File: config.mk
export PLATFORM = sky130hd
export DESIGN_NAME = atm_session_ctrl_flat
export DESIGN_NICKNAME = d
export VERILOG_FILES = /design/src/rtl/atm_pkg.sv /design/src/rtl/atm_session_ctrl_if.sv /design/src/rtl/atm_session_ctrl_timer.sv /design/src/rtl/atm_session_ctrl.sv /design/src/flat_wrapper.sv
export SDC_FILE = /design/constraint.sdc
export NUM_CORES = 1
export LEC_CHECK = 0
export BUFFER_PORTS_ARGS = -buffer_cell sky130_fd_sc_hd__buf_2
export CAP_MARGIN = 10
export CORE_ASPECT_RATIO = 1.1
export CORE_MARGIN = 2
export CORE_UTILIZATION = 45
export CTS_CLUSTER_DIAMETER = 50
export DETAILED_ROUTE_END_ITERATION = 6
export PLACE_DENSITY_LB_ADDON = 0.08
export SLEW_MARGIN = 20
export SYNTH_ARGS = -nofsm -noshare
export SYNTH_HDL_FRONTEND = slang
export SYNTH_SLANG_ARGS = --single-unit
File: constraint.sdc
create_clock -name clk -period 8.71 [get_ports clk]
set_input_delay 0.4355 -clock clk [delete_from_list [all_inputs] [get_ports clk]]
set_output_delay 0.4355 -clock clk [all_outputs]
set_load 0.01 [all_outputs]
File: src/rtl/atm_pkg.sv
// atm_pkg: encodings shared by the ATM session, input and transaction blocks.
// One-hot session states, input styles, status, menu and currency codes.
package atm_pkg;

  typedef enum logic [15:0] {
    ST_IDLE             = 16'h0001,
    ST_ACC_NUM          = 16'h0002,
    ST_PIN_INPUT        = 16'h0004,
    ST_MENU             = 16'h0008,
    ST_SHOW_BALANCES    = 16'h0010,
    ST_CONVERT_CURRENCY = 16'h0020,
    ST_SEL_CUR_CONV_1   = 16'h0040,
    ST_SEL_CUR_CONV_2   = 16'h0080,
    ST_WITHDRAW         = 16'h0100,
    ST_SEL_AMT_WITHDRAW = 16'h0200,
    ST_TRANSFER         = 16'h0400,
    ST_SEL_CUR_TRANSFER = 16'h0800,
    ST_SEL_AMT_TRANSFER = 16'h1000,
    ST_ERROR            = 16'h2000,
    ST_SUCCESS          = 16'h4000
  } atm_state_e;

  typedef enum logic [3:0] {
    STY_SINGLE_KEY      = 4'd1,
    STY_ACC_NUMBER      = 4'd2,
    STY_PIN_NUMBER      = 4'd3,
    STY_MENU_SELECTION  = 4'd4,
    STY_CURRENCY_TYPE   = 4'd5,
    STY_CURRENCY_AMOUNT = 4'd6
  } atm_style_e;

  typedef enum logic [3:0] {
    STAT_AMT_VALID      = 4'b0101,
    STAT_AMT_INVALID    = 4'b0110,
    STAT_EXIT           = 4'b0111,
    STAT_INPUT_COMPLETE = 4'b1000
  } atm_status_e;

  typedef enum logic [1:0] {
    MENU_BALANCE  = 2'd0,
    MENU_CONVERT  = 2'd1,
    MENU_WITHDRAW = 2'd2,
    MENU_TRANSFER = 2'd3
  } atm_menu_e;

  typedef enum logic [1:0] {
    CUR_USD = 2'd0,
    CUR_EUR = 2'd1,
    CUR_GBP = 2'd2,
    CUR_JPY = 2'd3
  } atm_currency_e;

  // Keyboard style the user-input block should use in a given state
  function automatic logic [3:0] style_of(atm_state_e s);
    logic [3:0] sty;
    sty = STY_SINGLE_KEY;
    unique case (s)
      ST_ACC_NUM,
      ST_TRANSFER:         sty = STY_ACC_NUMBER;
      ST_PIN_INPUT:        sty = STY_PIN_NUMBER;
      ST_MENU:             sty = STY_MENU_SELECTION;
      ST_SEL_CUR_CONV_1,
      ST_SEL_CUR_CONV_2,
      ST_SEL_CUR_TRANSFER: sty = STY_CURRENCY_TYPE;
      ST_SEL_AMT_WITHDRAW,
      ST_SEL_AMT_TRANSFER: sty = STY_CURRENCY_AMOUNT;
      default:             sty = STY_SINGLE_KEY;
    endcase
    return sty;
  endfunction

endpackage

File: src/rtl/atm_session_ctrl_if.sv
// atm_session_ctrl_if: user-input status, check and transaction handshakes.
// master = environment side, slave = session controller side.
interface atm_session_ctrl_if;
  logic        in_valid;
  logic [3:0]  status_code;
  logic [1:0]  usr_input;
  logic [15:0] current_state;
  logic [3:0]  input_style;
  logic        chk_req;
  logic        chk_pin;
  logic        chk_ack;
  logic        chk_ok;
  logic        txn_req;
  logic [1:0]  txn_op;
  logic        txn_ack;
  logic [3:0]  txn_status;
  logic        locked;
  logic [1:0]  pin_tries;

  modport master (
    output in_valid, status_code, usr_input,
    output chk_ack, chk_ok, txn_ack, txn_status,
    input  current_state, input_style,
    input  chk_req, chk_pin, txn_req, txn_op,
    input  locked, pin_tries
  );

  modport slave (
    input  in_valid, status_code, usr_input,
    input  chk_ack, chk_ok, txn_ack, txn_status,
    output current_state, input_style,
    output chk_req, chk_pin, txn_req, txn_op,
    output locked, pin_tries
  );
endinterface

File: src/rtl/atm_session_ctrl_timer.sv
// session_timer: loadable saturating down-counter.
// done_o is high while one or zero cycles remain.
module session_timer #(
  parameter int unsigned W = 32
) (
  input  logic         clk,
  input  logic         rst,
  input  logic         load_i,
  input  logic [W-1:0] val_i,
  input  logic         en_i,
  output logic         done_o
);

  logic [W-1:0] cnt_q;

  // Load has priority; counting stops at zero so it never wraps
  always_ff @(posedge clk or posedge rst) begin
    if (rst) begin
      cnt_q <= '0;
    end else if (load_i) begin
      cnt_q <= val_i;
    end else if (en_i && (cnt_q != '0)) begin
      cnt_q <= cnt_q - W'(1);
    end
  end

  assign done_o = (cnt_q[W-1:1] == '0);

endmodule

File: src/rtl/atm_session_ctrl.sv
// atm_session_ctrl: ATM session sequencer with PIN lockout,
// inactivity abandon and timed SUCCESS/ERROR screens.
module atm_session_ctrl
  import atm_pkg::*;
#(
  parameter logic [31:0] MSG_HOLD      = 32'd300_000_000,
  parameter logic [31:0] IDLE_TIMEOUT  = 32'd3_000_000_000,
  parameter int unsigned MAX_PIN_TRIES = 3
) (
  input  logic         clk,
  input  logic         rst,
  atm_session_ctrl_if.slave bus
);

  localparam logic [2:0] MAX_TRIES = 3'(MAX_PIN_TRIES);

  atm_state_e state_q, state_d;
  logic [3:0] style_q;
  logic       chk_req_q, chk_req_d;
  logic       chk_pin_q, chk_pin_d;
  logic       txn_req_q, txn_req_d;
  logic [1:0] txn_op_q, txn_op_d;
  logic       locked_q, locked_d;
  logic [1:0] tries_q, tries_d;
  logic       auth_q, auth_d;

  logic       pending;
  logic       in_msg;
  logic       run;
  logic       iv_live;
  logic       done_in;
  logic       exit_in;
  logic       hold_done;
  logic       idle_done;
  logic       idle_exp;
  logic [2:0] tries_inc;

  assign pending   = chk_req_q | txn_req_q;
  assign in_msg    = (state_q == ST_ERROR) | (state_q == ST_SUCCESS);
  assign run       = ~in_msg & (state_q != ST_IDLE);
  assign iv_live   = bus.in_valid & ~pending;
  assign done_in   = iv_live & (bus.status_code == STAT_INPUT_COMPLETE);
  assign exit_in   = iv_live & (bus.status_code == STAT_EXIT);
  assign idle_exp  = run & ~pending & ~bus.in_valid & idle_done;
  assign tries_inc = {1'b0, tries_q} + 3'd1;

  session_timer #(.W(32)) u_hold (
    .clk    (clk),
    .rst    (rst),
    .load_i (~in_msg),
    .val_i  (MSG_HOLD),
    .en_i   (in_msg),
    .done_o (hold_done)
  );

  session_timer #(.W(32)) u_idle (
    .clk    (clk),
    .rst    (rst),
    .load_i (~run | iv_live),
    .val_i  (IDLE_TIMEOUT),
    .en_i   (run & ~pending),
    .done_o (idle_done)
  );

  // Next session state: acks first, then screen hold, exit, input, timeout
  always_comb begin
    state_d   = state_q;
    chk_req_d = chk_req_q;
    chk_pin_d = chk_pin_q;
    txn_req_d = txn_req_q;
    txn_op_d  = txn_op_q;
    locked_d  = locked_q;
    tries_d   = tries_q;
    auth_d    = auth_q;
    if (chk_req_q) begin
      if (bus.chk_ack) begin
        chk_req_d = 1'b0;
        if (!chk_pin_q) begin
          state_d = bus.chk_ok ? ST_PIN_INPUT : ST_ERROR;
        end else if (bus.chk_ok) begin
          tries_d = 2'd0;
          auth_d  = 1'b1;
          state_d = ST_MENU;
        end else begin
          tries_d = tries_inc[1:0];
          if (tries_inc >= MAX_TRIES) begin
            locked_d = 1'b1;
            state_d  = ST_ERROR;
          end
        end
      end
    end else if (txn_req_q) begin
      if (bus.txn_ack) begin
        txn_req_d = 1'b0;
        state_d   = (bus.txn_status == STAT_AMT_VALID) ? ST_SUCCESS : ST_ERROR;
      end
    end else if (in_msg) begin
      if (hold_done) begin
        if ((state_q == ST_SUCCESS) || (auth_q && !locked_q)) begin
          state_d = ST_MENU;
        end else begin
          state_d = ST_IDLE;
        end
      end
    end else if (exit_in && (state_q != ST_IDLE)) begin
      state_d = ST_IDLE;
      auth_d  = 1'b0;
      tries_d = 2'd0;
    end else if (done_in) begin
      unique case (state_q)
        ST_IDLE:             if (!locked_q) state_d = ST_ACC_NUM;
        ST_ACC_NUM: begin
          chk_req_d = 1'b1;
          chk_pin_d = 1'b0;
        end
        ST_PIN_INPUT: begin
          chk_req_d = 1'b1;
          chk_pin_d = 1'b1;
        end
        ST_MENU: begin
          txn_op_d = bus.usr_input;
          unique case (bus.usr_input)
            MENU_BALANCE:  state_d = ST_SHOW_BALANCES;
            MENU_CONVERT:  state_d = ST_CONVERT_CURRENCY;
            MENU_WITHDRAW: state_d = ST_WITHDRAW;
            MENU_TRANSFER: state_d = ST_TRANSFER;
          endcase
        end
        ST_SHOW_BALANCES:    state_d = ST_MENU;
        ST_CONVERT_CURRENCY: state_d = ST_SEL_CUR_CONV_1;
        ST_SEL_CUR_CONV_1:   state_d = ST_SEL_CUR_CONV_2;
        ST_WITHDRAW:         state_d = ST_SEL_AMT_WITHDRAW;
        ST_TRANSFER:         state_d = ST_SEL_CUR_TRANSFER;
        ST_SEL_CUR_TRANSFER: state_d = ST_SEL_AMT_TRANSFER;
        ST_SEL_CUR_CONV_2,
        ST_SEL_AMT_WITHDRAW,
        ST_SEL_AMT_TRANSFER: txn_req_d = 1'b1;
        default: ;
      endcase
    end else if (idle_exp) begin
      state_d = ST_IDLE;
      auth_d  = 1'b0;
      tries_d = 2'd0;
    end
  end

  // Session registers; input style is registered alongside the state
  always_ff @(posedge clk or posedge rst) begin
    if (rst) begin
      state_q   <= ST_IDLE;
      style_q   <= STY_SINGLE_KEY;
      chk_req_q <= 1'b0;
      chk_pin_q <= 1'b0;
      txn_req_q <= 1'b0;
      txn_op_q  <= 2'd0;
      locked_q  <= 1'b0;
      tries_q   <= 2'd0;
      auth_q    <= 1'b0;
    end else begin
      state_q   <= state_d;
      style_q   <= style_of(state_d);
      chk_req_q <= chk_req_d;
      chk_pin_q <= chk_pin_d;
      txn_req_q <= txn_req_d;
      txn_op_q  <= txn_op_d;
      locked_q  <= locked_d;
      tries_q   <= tries_d;
      auth_q    <= auth_d;
    end
  end

  assign bus.current_state = state_q;
  assign bus.input_style   = style_q;
  assign bus.chk_req       = chk_req_q;
  assign bus.chk_pin       = chk_pin_q;
  assign bus.txn_req       = txn_req_q;
  assign bus.txn_op        = txn_op_q;
  assign bus.locked        = locked_q;
  assign bus.pin_tries     = tries_q;

endmodule

File: src/flat_wrapper.sv
// flat-port wrapper written by rule: the top's interface ports become plain ports
module atm_session_ctrl_flat import atm_pkg::*;
#(
  parameter logic [31:0] MSG_HOLD      = 32'd300_000_000,
  parameter logic [31:0] IDLE_TIMEOUT  = 32'd3_000_000_000,
  parameter int unsigned MAX_PIN_TRIES = 3
)
  (clk, rst, bus_in_valid, bus_status_code, bus_usr_input, bus_chk_ack, bus_chk_ok, bus_txn_ack, bus_txn_status, bus_current_state, bus_input_style, bus_chk_req, bus_chk_pin, bus_txn_req, bus_txn_op, bus_locked, bus_pin_tries);
  atm_session_ctrl_if bus_i ();
  input  logic clk;
  input  logic rst;
  input wire logic [$bits(bus_i.in_valid)-1:0] bus_in_valid;
  input wire logic [$bits(bus_i.status_code)-1:0] bus_status_code;
  input wire logic [$bits(bus_i.usr_input)-1:0] bus_usr_input;
  input wire logic [$bits(bus_i.chk_ack)-1:0] bus_chk_ack;
  input wire logic [$bits(bus_i.chk_ok)-1:0] bus_chk_ok;
  input wire logic [$bits(bus_i.txn_ack)-1:0] bus_txn_ack;
  input wire logic [$bits(bus_i.txn_status)-1:0] bus_txn_status;
  output wire logic [$bits(bus_i.current_state)-1:0] bus_current_state;
  output wire logic [$bits(bus_i.input_style)-1:0] bus_input_style;
  output wire logic [$bits(bus_i.chk_req)-1:0] bus_chk_req;
  output wire logic [$bits(bus_i.chk_pin)-1:0] bus_chk_pin;
  output wire logic [$bits(bus_i.txn_req)-1:0] bus_txn_req;
  output wire logic [$bits(bus_i.txn_op)-1:0] bus_txn_op;
  output wire logic [$bits(bus_i.locked)-1:0] bus_locked;
  output wire logic [$bits(bus_i.pin_tries)-1:0] bus_pin_tries;
  assign bus_i.in_valid = bus_in_valid;
  assign bus_i.status_code = bus_status_code;
  assign bus_i.usr_input = bus_usr_input;
  assign bus_i.chk_ack = bus_chk_ack;
  assign bus_i.chk_ok = bus_chk_ok;
  assign bus_i.txn_ack = bus_txn_ack;
  assign bus_i.txn_status = bus_txn_status;
  assign bus_current_state = bus_i.current_state;
  assign bus_input_style = bus_i.input_style;
  assign bus_chk_req = bus_i.chk_req;
  assign bus_chk_pin = bus_i.chk_pin;
  assign bus_txn_req = bus_i.txn_req;
  assign bus_txn_op = bus_i.txn_op;
  assign bus_locked = bus_i.locked;
  assign bus_pin_tries = bus_i.pin_tries;
  atm_session_ctrl #(.MSG_HOLD(MSG_HOLD), .IDLE_TIMEOUT(IDLE_TIMEOUT), .MAX_PIN_TRIES(MAX_PIN_TRIES)) u_core (.clk(clk), .rst(rst), .bus(bus_i));
endmodule
==> results of run 1 <==
==> worst max-delay path by stage <==
| stage | to | slack (ps) | cells after the start |
|---|---|---|---|
| floorplan | u_core.bus.input_style[1]$_DFF_PP0_ | 5400 | 9 |
| global placement | u_core.bus.input_style[1]$_DFF_PP0_ | 5030 | 9 |
| detailed placement | u_core.bus.input_style[1]$_DFF_PP0_ | 4990 | 9 |
| CTS | u_core.bus.input_style[1]$_DFF_PP0_ | 4960 | 9 |
| global route | u_core.bus.input_style[0]$_DFF_PP1_ | 4720 | 9 |
| finish | u_core.bus.input_style[1]$_DFF_PP0_ | 4910 | 9 |
==> sequential cells by signal, summed over array words and instances (netlist names) <==
signal and flops:
u_core.bus.locked 1, u_core.bus.txn_req 1, u_core.bus.pin_tries 2, u_core.bus.input_style 3, u_core.u_hold.cnt_q 32, u_core.bus.txn_op 2
u_core.u_idle.cnt_q 32, u_core.bus.current_state 16, u_core.bus.chk_req 1, u_core.bus.chk_pin 1, u_core.auth_q 1
==> worst max-delay path: stages (launching register included) <==
cell      delay (ps)
dfrtp_1          540
nor4_1           710
and3_1           310
nand2_2          380
nand2b_1         320
o31ai_1          130
a32o_1           290
or4_4            570
nor4_4           320
a22o_1           160
==> cell usage after synthesis (4+ instances only) <==
| cell | n | area, um^2 |
|---|---|---|
| ha_1 | 4 | 50.1 |
| dfrtp_1 | 90 | 2250 |
| nand4_1 | 14 | 87.6 |
| o211ai_1 | 4 | 30.0 |
| o21ai_0 | 23 | 115 |
| or3_1 | 9 | 56.3 |
| nor2_1 | 75 | 282 |
| a21o_1 | 4 | 30.0 |
| nand4b_1 | 5 | 43.8 |
| clkbuf_1 | 19 | 71.3 |
| xnor2_1 | 37 | 324 |
| inv_1 | 24 | 90.1 |
| nand2b_1 | 7 | 43.8 |
| nor2b_1 | 4 | 25.0 |
| xor2_1 | 26 | 228 |
| nand2_1 | 61 | 229 |
| o21a_1 | 4 | 30.0 |
| a21oi_1 | 19 | 95.1 |
| or4_1 | 13 | 97.6 |
| and3_1 | 6 | 37.5 |
| nor4_1 | 21 | 131 |
| nor3_1 | 31 | 155 |
| nand3_1 | 12 | 60.1 |
==> kinds of logic (layout without fill, tap and decap cells) <==
logic type,count (synthesis),in the layout,share of synthesized area
AO/OA/AOI/OAI,89,89,0.112
AND/OR/NAND/NOR,289,289,0.295
multiplexers,3,3,0.00595
adder cells (fa/ha/maj),4,4,0.00952
buffers and inverters,46,84,0.0338
other,1,1,0.000713
flip-flops,92,92,0.438
XOR/XNOR,63,63,0.105
==> routing by layer <==
layer	global-route usage	up-vias
li1	-	2156
met1	0.281	2143
met2	0.339	128
met3	0.0406	32
met4	0.0925	0
met5	0	-
==> layout make-up <==
cell class / instances / area [um^2] / area share
sequential: 92 / 2300 / 0.391
clock inverter: 4 / 73.8 / 0.0125
timing repair buffer: 44 / 225 / 0.0382
tap: 150 / 188 / 0.0318
multi-input combinational: 449 / 2780 / 0.471
clock buffer: 12 / 236 / 0.0401
inverter: 24 / 91.3 / 0.0155
==> power by group through the flow <==
| stage | logic [mW] | clock network (mW) | registers [mW] |
|---|---|---|---|
| floorplan | 0.365 | 0 | 0.524 |
| global placement | 0.475 | 0 | 0.537 |
| detailed placement | 0.476 | 0 | 0.538 |
| CTS | 0.478 | 0.425 | 0.531 |
| global route | 0.528 | 0.443 | 0.539 |
| finish | 0.474 | 0.416 | 0.533 |
==> reports/metrics.cfg, run 1 <==
[logic_synthesis]
ys_warn_count = 0
synth.avg_cell_area_um2 = 8.96
yosysUniqueCellTypes = 68
ys_seq_elements = 92
syn_area_um2 = 5260
syn-instance-count = 587
yosysSeqAreaShare = 0.438
ys_async_sr_fraction = 1.00
synth_edf_count = 0
syn_nets = 607
ys.flop_type = dfrtp_1

[power_and_ir_drop]
power.density_nw_per_um2 = 241
p_leak_nw = 2.49
finalPower_mw = 1.42
seqPwrFrac = 0.375
intPower_mw = 0.905
clkPwrFrac = 0.292
switchingPower_mw = 0.517
switching_share = 0.363
combPwrFrac = 0.333
ir_drop_mv = 0.110

[timing]
period_needed_ps = 3800
fin_crit_sh = 0.436
hold_ws_ps = 145
setup_viol_count_final = 0
maxSlewViolCount = 0
setup_tns_ps = 0
hold_viol = 0
final.setup.worst_slack_ps = 4910
worst_pin_slew_ps = 764
max_freq_mhz = 263
skew_ps = 8.65
slew_headroom = 0.490
rsz0062_at_grt = no

[floorplanning]
die_w_um = 107
row_count = 41
die_area_um2 = 12600
die_h_um = 117
start_util = 0.460
ioPinCount = 44
core_um2 = 11400

[global_route]
grt_pass1_wl_um = 21100
grt_pass1_vias = 4193
grt_antenna_before_repair = 0
gr-total-overflow = 0
grt_max_degree = 59
grt_usage = 0.213

[route]
wire_per_inst_um = 16.9
dr.pass1.iters = 4
wl_met3_um = 662
drt_iter0_markers = 219
ant_nets = 0
vias_per_cell = 5.75
drc = 0
vias = 4459
routed_wl_um = 13100
routed-wl-met2_um = 6090
wl_met1_um = 5880
highest_layer = met4

[final_layout]
layout_commonest_cell = dfrtp_1
instances_no_fill = 775
final_core_util = 0.515
layout_common_cells = dfrtp_1 (90), nor2_1 (75), nand2_1 (61), buf_2 (42), xnor2_1 (37)
fillers = 1096
area_growth_pct = 12.1
nets = 640
stdcell_area_um2 = 5900
drive_above_1_share = 0.122
antenna_cells = 0

[clock_network]
root_buffer = clkbuf_16
post_cts_buffers = 0
clk_pin_slew_ps = 70
clk_latency_ps = 340
cts_hold_buf = 0
cts.repair.resized = 0
htreeDepth = 3
cts_inserted_buffers = 9
tritoncts = built
cts_sinks = 92
clock_path_buffers = 2

[worst_setup_path]
worst_r2r_endpoint = u_core.bus.input_style[1]$_DFF_PP0_
worst_ep_arrival_time_ps = 4080
reg2reg_slack_ps = 4910
path_max_fanout = 27
r2r-start = u_core.bus.current_state[2]$_DFF_PP0_
end_kind = register
critical_path_class = reg -> reg
worstPathRequired_ps = 8990
start_kind = register
crit_start = u_core.bus.current_state[2]$_DFF_PP0_
reg2reg_depth = 9

[placement]
postPlaceCellArea_um2 = 5590
dpl_worst_slack_ps = 4990
gp_congestion = 0.919
dp.final_hpwl_um = 9650
port_buffers = 42
dpl.cell_count = 759

[job]
drv_cap = 0

[run_status]
status = completed

[min_path]
hold_path.class = in -> async

No activity file was read; power rests on OpenSTA's default activity.
==> inputs of run 2 (changes only) <==
Clock period 8.71 ns to 3.82 ns, I/O delays scaled along.
==> run 2 against run 1 <==
  * Critical path depth unchanged
  * Sequential power grew 120%
  * Largest cell class unchanged
  * Global-route usage grew 1.3 points
  * Register-to-register slack worse by 4600 ps
  * Clock skew decreased by 2.4 ps
  * Hold slack better by 15 ps
  * Routed wire length rose by 1.9%
  * Largest power group unchanged
==> reports/metrics.cfg, run 2 (synthesis results as in run 1) <==
[run_status]
status = completed

[timing]
skew_ps = 6.29  ; -2.36 ps
final.setup.worst_slack_ps = 296  ; -4610 ps
hold_ws_ps = 160  ; +14.9 ps
max_freq_mhz = 284  ; +7.8%
fin_crit_sh = 0.922  ; +0.486
setup_tns_ps = 0  ; unchanged
maxSlewViolCount = 0  ; unchanged
setup_viol_count_final = 0  ; unchanged
slew_headroom = 0.499  ; +0.00951
rsz0062_at_grt = no
hold_viol = 0  ; unchanged
period_needed_ps = 3520  ; -276 ps
worst_pin_slew_ps = 744  ; -19.6 ps

[clock_network]
post_cts_buffers = 0  ; unchanged
root_buffer = clkbuf_16
clock_path_buffers = 2  ; unchanged
clk_pin_slew_ps = 70  ; about the same
cts_inserted_buffers = 9  ; unchanged
cts_sinks = 92  ; unchanged
clk_latency_ps = 350  ; about the same
htreeDepth = 3  ; unchanged
cts_hold_buf = 1  ; +1
cts.repair.resized = 0  ; unchanged
tritoncts = built

[power_and_ir_drop]
finalPower_mw = 3.28  ; +130%
p_leak_nw = 2.60  ; +4.3%
power.density_nw_per_um2 = 540  ; +120%
ir_drop_mv = 0.266  ; +140%

[placement]
gp_congestion = 1.00  ; +9.2%
port_buffers = 42  ; unchanged
dpl_worst_slack_ps = 310  ; -4680 ps
dp.final_hpwl_um = 9950  ; +3.1%

[floorplanning]
die_area_um2 = 12600  ; unchanged
start_util = 0.460  ; unchanged
die_h_um = 117  ; unchanged
die_w_um = 107  ; unchanged
core_um2 = 11400  ; unchanged
row_count = 41  ; unchanged
ioPinCount = 44  ; unchanged

[min_path]
hold_path.class = in -> reg
hold_path_depth = 2

[worst_setup_path]
slowest_delay_ps = 570  ; -140 ps
start_kind = register
crit_path_cell_trace = or4_4 -> or4_1 -> or3_4 -> nor2_8 -> o31ai_2 -> a32o_1 -> or4_4 -> nor4_4 -> a22o_1
crit_slowest_cell = or4_4
critical_path_class = reg -> reg
worst_ep_arrival_time_ps = 3810  ; -270 ps
end_kind = register
path_max_fanout = 6  ; -78%
reg2reg_depth = 9  ; unchanged
worstPathRequired_ps = 4110  ; -4880 ps
critPathMostFrequentCell = or4_4

[route]
ant_nets = 0  ; unchanged
vias = 4536  ; +1.7%
vias_per_cell = 5.70  ; -0.96%
drc = 0  ; unchanged
dr.pass1.iters = 5  ; +1
wire_per_inst_um = 16.8  ; -0.79%
drt_iter0_markers = 247  ; +13%
routed_wl_um = 13300  ; +1.9%

[final_layout]
nets = 662  ; +3.4%
layout_commonest_cell = dfrtp_1
area_growth_pct = 15.3
drive_above_1_share = 0.153  ; +0.0317
layout_common_cells = dfrtp_1 (90), nor2_1 (75), nand2_1 (61), buf_2 (42), xnor2_1 (37)
antenna_cells = 0  ; unchanged
final_core_util = 0.530  ; +0.0148
fillers = 1080  ; -1.5%

[global_route]
grt_pass1_wl_um = 22400  ; +5.9%
grt_antenna_before_repair = 0  ; unchanged
gr-total-overflow = 0  ; unchanged
grt_usage = 0.226  ; +0.0129
grt_pass1_vias = 4473  ; +6.7%
grt_max_degree = 41  ; -31%

[job]
drv_cap = 0  ; unchanged

run 2: cell count changes in the layout (fill, tap and decap cells not counted), sizes merged:
| cell | previous run | this run |
|---|---|---|
| buf | 44 | 65 |
| bufinv | 2 | 1 |
| clkinv | 3 | 1 |
| clkinvlp | 0 | 2 |
| dlygate4sd3 | 0 | 1 |
run 2: stage by stage:
| stage | instances | instance area [um^2] |
|---|---|---|
| after floorplan | 587 | 5260 |
| after global placement | 780 | 5740 |
| after detailed placement | 780 | 5740 |
| after CTS | 796 | 6070 |
| after global routing | 796 | 6070 |
| final | 796 | 6070 |
run 2: layout make-up:
type                       count  area [um^2]  share of cell area
timing repair buffer          66          393              0.0648
clock buffer                  12          267              0.0439
inverter                      24         91.3              0.0151
sequential                    92         2300               0.380
clock inverter                 3         45.0             0.00743
tap                          150          188              0.0309
multi-input combinational    449         2780               0.458
run 2: layer usage:
| metal | share of wire | vias to the layer above | track usage |
|---|---|---|---|
| li1 | - | 2195 | - |
| met1 | 0.45 | 2154 | 0.303 |
| met2 | 0.46 | 152 | 0.353 |
| met3 | 0.049 | 35 | 0.0439 |
| met4 | 0.041 | 0 | 0.0990 |
| met5 | 0 | - | 0 |
run 2: path summary, 6_finish.rpt:
kind,from,to,slack [ps]
max,u_core.u_hold.cnt_q[25]$_DFFE_PP0P_,u_core.bus.input_style[1]$_DFF_PP0_,300
min,bus_chk_ack,u_core.bus.chk_req$_DFF_PP0_,160
max reg2reg,u_core.u_hold.cnt_q[25]$_DFFE_PP0P_,u_core.bus.input_style[1]$_DFF_PP0_,300
min reg2reg,u_core.bus.txn_op[0]$_DFFE_PP0P_,u_core.bus.txn_op[0]$_DFFE_PP0P_,480
max in group asynchronous,rst,u_core.bus.txn_op[0]$_DFFE_PP0P_,2530
min in group asynchronous,rst,u_core.u_idle.cnt_q[28]$_DFFE_PP0P_,490
run 2: report_power, final:
part	internal, mW	switching [mW]	total [mW]
clock	0.557	0.372	0.929
combinational	0.460	0.695	1.16
sequential	1.08	0.115	1.19
run 2: critical path, delay by kind of cell (launching register included):
| family | cells | cell delay (ps) |
|---|---|---|
| simple gates | 6 | 2500 |
| flops | 1 | 420 |
| compound gates | 3 | 550 |
